File: config.mk
export PLATFORM = sky130hd
export DESIGN_NAME = piso_stream
export DESIGN_NICKNAME = d
export VERILOG_FILES = /design/src/rtl/piso_stream.sv
export SDC_FILE = /design/constraint.sdc
export NUM_CORES = 1
export LEC_CHECK = 0
export ABC_AREA = 1
export CORE_AREA = 2 2 39 41
export DETAILED_ROUTE_END_ITERATION = 16
export DIE_AREA = 0 0 41 43
export GPL_TIMING_DRIVEN = 0
export PLACE_DENSITY = 0.78
export SETUP_SLACK_MARGIN = 0.5
export SLEW_MARGIN = 20
export SYNTH_ARGS = -nofsm -noshare
export SYNTH_HDL_FRONTEND = slang
export SYNTH_SLANG_ARGS = --single-unit
File: constraint.sdc
create_clock -name clk -period 3.6 [get_ports clk]
set_clock_uncertainty 0.15 [all_clocks]
set_input_delay 0.36 -clock clk [delete_from_list [all_inputs] [get_ports clk]]
set_output_delay 0.36 -clock clk [all_outputs]
set_load 0.01 [all_outputs]
File: src/rtl/piso_stream.sv
// Parallel-in / serial-out streamer with valid/ready load handshake and stall support.
// Optional even-parity bit appended after the data when PISO_STREAM_PARITY_EN is defined.
module piso_stream #(
    parameter int   WIDTH      = 8,
    parameter bit   LSB_FIRST  = 1'b1,
    parameter logic IDLE_LEVEL = 1'b0
) (
    input  logic             clk,
    input  logic             rst,
    input  logic [WIDTH-1:0] pi,
    input  logic             load_valid,
    output logic             load_ready,
    input  logic             shift_en,
    output logic             so,
    output logic             so_valid,
    output logic             so_last,
    output logic             busy
);

`ifdef PISO_STREAM_PARITY_EN
    localparam int FRAME = WIDTH + 1;
`else
    localparam int FRAME = WIDTH;
`endif
    localparam int CW = $clog2(FRAME);
    localparam logic [CW-1:0] LAST_IDX = CW'(FRAME - 1);

    localparam logic [0:0] S_IDLE  = 1'b0;
    localparam logic [0:0] S_SHIFT = 1'b1;

    logic [0:0]       state_q, state_d;
    logic [CW-1:0]    cnt_q, cnt_d;
    logic [WIDTH-1:0] sr_q, sr_d;
    logic             so_q, so_d;
`ifdef PISO_STREAM_PARITY_EN
    logic             par_q, par_d;
`endif

    logic             in_shift;
    logic             is_last;
    logic             advance;
    logic             load_go;
    logic             pi_first;
    logic [WIDTH-1:0] pi_rest;
    logic             sr_next_bit;
    logic [WIDTH-1:0] sr_shifted;

    assign in_shift   = (state_q == S_SHIFT);
    assign is_last    = in_shift && (cnt_q == LAST_IDX);
    assign advance    = in_shift && shift_en;
    assign load_ready = (state_q == S_IDLE) || (is_last && shift_en);
    assign load_go    = load_valid && load_ready;

    // The first bit goes straight to so_q; the shift register only keeps the remaining bits.
    assign pi_first    = LSB_FIRST ? pi[0] : pi[WIDTH-1];
    assign pi_rest     = LSB_FIRST ? (pi >> 1) : (pi << 1);
    assign sr_next_bit = LSB_FIRST ? sr_q[0] : sr_q[WIDTH-1];
    assign sr_shifted  = LSB_FIRST ? (sr_q >> 1) : (sr_q << 1);

    always_comb begin
        state_d = state_q;
        cnt_d   = cnt_q;
        sr_d    = sr_q;
        so_d    = so_q;
`ifdef PISO_STREAM_PARITY_EN
        par_d   = par_q;
`endif
        if (load_go) begin
            state_d = S_SHIFT;
            cnt_d   = '0;
            sr_d    = pi_rest;
            so_d    = pi_first;
`ifdef PISO_STREAM_PARITY_EN
            par_d   = ^pi;
`endif
        end else if (advance) begin
            if (is_last) begin
                state_d = S_IDLE;
                cnt_d   = '0;
                sr_d    = '0;
                so_d    = IDLE_LEVEL;
            end else begin
                cnt_d = cnt_q + CW'(1);
`ifdef PISO_STREAM_PARITY_EN
                if (cnt_q == CW'(WIDTH - 1)) begin
                    so_d = par_q;
                end else begin
                    so_d = sr_next_bit;
                    sr_d = sr_shifted;
                end
`else
                so_d = sr_next_bit;
                sr_d = sr_shifted;
`endif
            end
        end
    end

    always_ff @(posedge clk) begin
        if (rst) begin
            state_q <= S_IDLE;
            cnt_q   <= '0;
            sr_q    <= '0;
            so_q    <= IDLE_LEVEL;
`ifdef PISO_STREAM_PARITY_EN
            par_q   <= 1'b0;
`endif
        end else begin
            state_q <= state_d;
            cnt_q   <= cnt_d;
            sr_q    <= sr_d;
            so_q    <= so_d;
`ifdef PISO_STREAM_PARITY_EN
            par_q   <= par_d;
`endif
        end
    end

    assign so       = so_q;
    assign so_valid = in_shift;
    assign so_last  = is_last;
    assign busy     = in_shift;

endmodule

==> results of run 1 <==
[worst reg2reg max path, cell delays in order (launching register included)]
cell and delay [ps]:
dfxtp_1 330, ha_1 200, ha_1 210, nand2_1 80, nand2_2 130, buf_6 190
a21oi_1 130, nor2_1 60, nor2_1 70
[through the flow]
| step | power, mW | cells | setup WS [ps] | utilization | hold slack (ps) |
|---|---|---|---|---|---|
| after floorplan | 0.196 | 93 | 2080 | - | 279 |
| after global placement | 0.222 | 124 | 1300 | 0.577 | 305 |
| after detailed placement | 0.223 | 124 | 1310 | 0.577 | 317 |
| after CTS | 0.335 | 128 | 1150 | 0.603 | 329 |
| after global routing | 0.350 | 128 | 1010 | 0.603 | 353 |
| final | 0.334 | 128 | 1150 | 0.603 | 326 |
[final cells by class]
type / count / area [um2] / share of cell area
tap: 16 / 20.0 / 0.0240
multi-input combinational: 72 / 333 / 0.399
timing repair buffer: 15 / 150 / 0.180
inverter: 4 / 15.0 / 0.0180
sequential: 12 / 240 / 0.288
buffer: 5 / 40.0 / 0.0480
clock buffer: 4 / 36.3 / 0.0435
[sequential cells by signal, summed over array words and instances, names as in the netlist]
name / cells
busy: 1
sr_q: 7
so: 1
cnt_q: 3
[power groups by stage]
stage | Sequential (mW) | Combinational [mW] | Clock, mW
2_1_floorplan | 0.152 | 0.0439 | 0
6_report | 0.149 | 0.0723 | 0.113
3_5_place_dp | 0.152 | 0.0716 | 0
4_1_cts | 0.149 | 0.0722 | 0.114
3_3_place_gp | 0.152 | 0.0709 | 0
5_1_grt | 0.151 | 0.0800 | 0.120
[routing by layer]
metal,track usage,vias up,routed length (um),part of all wire
met5,0,-,0,0
met4,0.100,0,33,0.023
met3,0.0785,5,61,0.043
met2,0.313,11,679,0.48
met1,0.235,290,654,0.46
li1,-,342,-,-
[path summary, 6_finish.rpt]
kind | end | slack, ps | cells past startpoint | startpoint
worst max register to register | sr_q[3]$_SDFFE_PP0P_ | 1990 | 8 | cnt_q[0]$_SDFFE_PP0P_
worst min-delay path | cnt_q[2]$_SDFFE_PP0P_ | 330 | 2 | cnt_q[2]$_SDFFE_PP0P_
worst max-delay path | load_ready | 1150 | 6 | cnt_q[0]$_SDFFE_PP0P_
worst min register to register | cnt_q[2]$_SDFFE_PP0P_ | 330 | 2 | cnt_q[2]$_SDFFE_PP0P_
[kinds of logic after synthesis]
| family | share of synthesized area |
|---|---|
| AOI/OAI and AO/OA | 0.151 |
| adders and majority gates | 0.0398 |
| buffers and inverters | 0.0876 |
| DFF | 0.382 |
| and+or+nand+nor | 0.339 |
[synth_stat cells, drive strengths merged]
cell type  instances
nand3             10
buf                5
dfxtp             12
nand2             25
ha                 2
o21ai              7
nor2              15
inv                4
nor3               1
a21oi             12
[layout by cell type, fill, tap and decap left out, drive strengths merged]
cell type / Yosys / layout
o21ai: 7 / 7
dfxtp: 12 / 12
nand2: 25 / 25
clkbuf: 0 / 4
ha: 2 / 2
nand3: 10 / 10
buf: 5 / 5
a21oi: 12 / 12
inv: 4 / 4
nor2: 15 / 15
clkdlybuf4s50: 0 / 15
nor3: 1 / 1
==> reports/summary.txt, run 1 <==
register bit total from synthesis: 12
Initial DRT Pass Iterations: 3
Hold Vio Cnt, Final: 0
post-placement cell area: 798 um2
Final nets: 127
Hold WC Path Type: reg -> reg
initial antenna violation count: 0
initial drt markers: 15
switch share: 0.279
boundary pin count: 17
Net Count, Synth: 107
post-route design area: 835 um2
status: finished clean
crit share post-route: 0.680
Post-CTS Resized: 0
# diodes: 0
Clock H-tree levels: 1
Rows: 14
Crit path max-delay family: buffers and inverters
routed wire length: 1430 um
Net Sw Power: 0.0932 mW
CP startpoint kind: flip-flop
TritonCTS clock tree: built
WP buf/inv: 2
cell mode on critical path: ha_1
fillers: 137
Setup crit end kind: output pin
CP max FO: 10
largest net degree at the start of global routing: 11
overflow left after global routing: 0
gpl congestion: 0.752
die height: 43 um
sequential area share after synthesis: 0.382
Arrival @ worst endpoint: 1940 ps
area delta synth->final: 32.9%
Critical Path RT: 3090 ps
ranking of synthesized cells by area: dfxtp_1 (38%), nand2_1 (13%), a21oi_1 (9.6%), nor2_1 (9.0%), nand3_1 (8.0%)
Worst slew margin: 0.792
share of cells above drive strength 1: 0.107
CTS buffer count: 3
CTS Root Cell: clkbuf_4
hold buffers post-CTS: 0
fin. max-slew vios: 0
TritonCTS sink count: 12
fin crit period: 2450 ps
setup_tns: 0 ps
VDD IR max: 274 uV
Yosys top cell by area: dfxtp_1
Syn Inst Count: 93
FMAX: 0.408 GHz
P_leak: 0.378 nW
Remaining DRCs: 0
yosys warns: 0
slowest CP cell: clkdlybuf4s50_1
core area: 0.00138 mm2
die area: 0.00176 mm2
average size of a mapped cell: 6.75 um2
critical path cell sequence: ha_1 > ha_1 > nand2_1 > nand2_2 > buf_6 > clkdlybuf4s50_1
transition time of the tightest slew-check pin: 311 ps
CP max stage delay: 540 ps
Final Setup Violations: 0
via count: 648
DRT antenna net count: 0
Setup CP Type: reg -> out
Pint: 0.241 mW
total power per unit cell area: 400 mW/mm2
first-pass GRT wire length: 2350 um
MaxCap Viol Count: 0
via density per instance: 5.06
Clk pwr share: 0.338
buffers added on ports: 15
Synth cell types: 13
drt wl/cell: 11.2 um
Yosys top cell area share: 0.382
later-pin clock latency in the skew report: 290 ps
vias in the first global route: 560
RSZ-0062 raised after global routing: false
Reg clk slew, reported paths: 80 ps
initial cell density of the core: 0.454
all-layer global routing usage: 0.204
register share of total power: 0.446
Detailed Place HPWL: 982 um
DIE WIDTH: 41 um
Comb pwr share: 0.216
Synth Cell Area: 628 um2
Post-CTS Setup Bufs: 0
clk buf depth: 2
Note: power is estimated with default switching activity, not from simulation.
==> inputs of run 2 (changes only) <==
CORE_AREA = default   (was 2 2 39 41)
CORE_UTILIZATION = 41   (was default)
DIE_AREA = default   (was 0 0 41 43)
PLACE_DENSITY = 0.72   (was 0.78)
clock period = 2.2 ns   (was 3.6 ns; I/O delays follow)
==> run 2 against run 1 <==
Compared with the run above: worst setup slack got worse by 620 ps; sequential share of layout area decreased by 1.9 points; routed wire length increased by 10%; non-clock buffer count increased by 5; clock power increased by 65%; combinational power increased by 80%; clock-buffer cell count unchanged; sequential cell count unchanged; worst hold slack got worse by 98 ps; largest cell class unchanged; highest routed layer unchanged.
==> reports/summary.txt, run 2 (synthesis gave the netlist of run 1 again) <==
boundary pin count: 17
critical path cell sequence: ha_4 > ha_4 > nand2_4 > nand2_4 > buf_6 > buf_2
RSZ-0062 raised after global routing: false
Finished Layout Cells: 132
Setup Slack @ Placement: 181 ps
VDD IR max: 382 uV
drt wl/cell: 11.9 um
WP buf/inv: 2
dpl cells: 123
fin. max-slew vios: 0
Final Util: 0.671
Clock H-tree levels: 1
via density per instance: 5.10
clk buf depth: 2
initial antenna violation count: 0
area of the multi-input gates: 378 um2
cell count along the critical path: 6
largest net degree at the start of global routing: 11
WHS Path Cells: 5
first-pass GRT wire length: 2240 um
area delta synth->final: 46.0%
Setup crit end kind: output pin
TritonCTS clock tree: built
CTS Root Cell: clkbuf_4
Largest Register: sr_q
Initial DRT Pass Iterations: 4
initial cell density of the core: 0.460
Critical Path RT: 1830 ps
Hold Vio Cnt, Final: 0
Clk pwr share: 0.333
Pint: 0.400 mW
total power per unit cell area: 609 mW/mm2
all-layer global routing usage: 0.206
Arrival @ worst endpoint: 1290 ps
Reg clk slew, reported paths: 90 ps
Final nets: 132
# diodes: 0
P_leak: 0.420 nW
FMAX: 0.601 GHz
CTS buffer count: 3
cells on worst reg2reg path: 9
buffers added on ports: 15
core area: 0.00137 mm2
switch share: 0.284
MaxCap Viol Count: 0
Net Sw Power: 0.159 mW
Worst slew margin: 0.849
initial drt markers: 13
most common cell after layout, fill and taps aside: nand2_1
die height: 41.1 um
total power: 0.559 mW
DRT antenna net count: 0
vias in the first global route: 546
CP max FO: 3
Rows: 13
Largest register FFs: 7
Final Setup Violations: 0
slowest CP cell: dfxtp_2
transition time of the tightest slew-check pin: 226 ps
fin crit period: 1660 ps
routed wire length: 1580 um
CP startpoint kind: flip-flop
Setup CP Type: reg -> out
Crit path max-delay family: flip-flops
share of cells above drive strength 1: 0.214
fillers: 131
overflow left after global routing: 0
setup_tns: 0 ps
CP max stage delay: 340 ps
gpl congestion: 0.745
Hold WC Path Type: in -> reg
Comb pwr share: 0.233
Remaining DRCs: 0
register share of total power: 0.434
die area: 0.00169 mm2
via count: 673
register area: 246 um2
status: finished clean
later-pin clock latency in the skew report: 280 ps
TritonCTS sink count: 12
final worst slack: 536 ps
most frequent cells in the layout: nand2_1 (20), nor2_1 (15), clkdlybuf4s50_1 (13), a21oi_1 (12), nand3_1 (10)
Detailed Place HPWL: 941 um
DIE WIDTH: 41.1 um
top flop regs: sr_q x7, cnt_q x3
crit share post-route: 0.757
run 2: final cells by class:
cell class | count | share of cell area
Multi-Input combinational cell | 72 | 0.412
Sequential cell | 12 | 0.269
Timing Repair Buffer | 20 | 0.199
Buffer | 5 | 0.0437
Clock buffer | 4 | 0.0396
Tap cell | 15 | 0.0205
Inverter | 4 | 0.0164
run 2: worst min-delay path, stage by stage:
cell     delay [ps]
buf_2           150
nand3_1          90
nand2_1          40
nor2_1           80
nor2_1           40
run 2: what timing repair did:
action,CTS,global route
hold buffers,0,0
setup buffers,4,1
pin swaps,1,0
endpoints found under the setup margin,3,3
gates resized for setup,17,2
run 2: layer usage:
metal | global-route usage | share of wire | vias up
li1 | - | - | 354
met1 | 0.230 | 0.50 | 298
met2 | 0.363 | 0.45 | 19
met3 | 0.0326 | 0.043 | 2
met4 | 0.121 | 0.011 | 0
met5 | 0 | 0 | -
run 2: worst paths after layout:
kind	from	to	slack, ps
setup / recovery	cnt_q[0]$_SDFFE_PP0P_	load_ready	540
hold / removal	load_valid	sr_q[2]$_SDFFE_PP0P_	230
setup reg to reg	cnt_q[0]$_SDFFE_PP0P_	sr_q[0]$_SDFFE_PP0P_	660
hold reg to reg	cnt_q[1]$_SDFFE_PP0P_	cnt_q[1]$_SDFFE_PP0P_	340
run 2: per-stage QoR:
stage | area (um2) | hold WS, ps
after CTS | 898 | 221
after global routing | 917 | 245
after floorplan | 628 | 139
after global placement | 797 | 309
final | 917 | 228
after detailed placement | 797 | 314
run 2: power by group through the flow:
| stage | registers, mW | clock network (mW) | logic (mW) |
|---|---|---|---|
| after floorplan | 0.248 | 0 | 0.0718 |
| after global placement | 0.248 | 0 | 0.116 |
| after detailed placement | 0.248 | 0 | 0.118 |
| after CTS | 0.245 | 0.184 | 0.124 |
| after global routing | 0.245 | 0.196 | 0.145 |
| final | 0.242 | 0.186 | 0.130 |
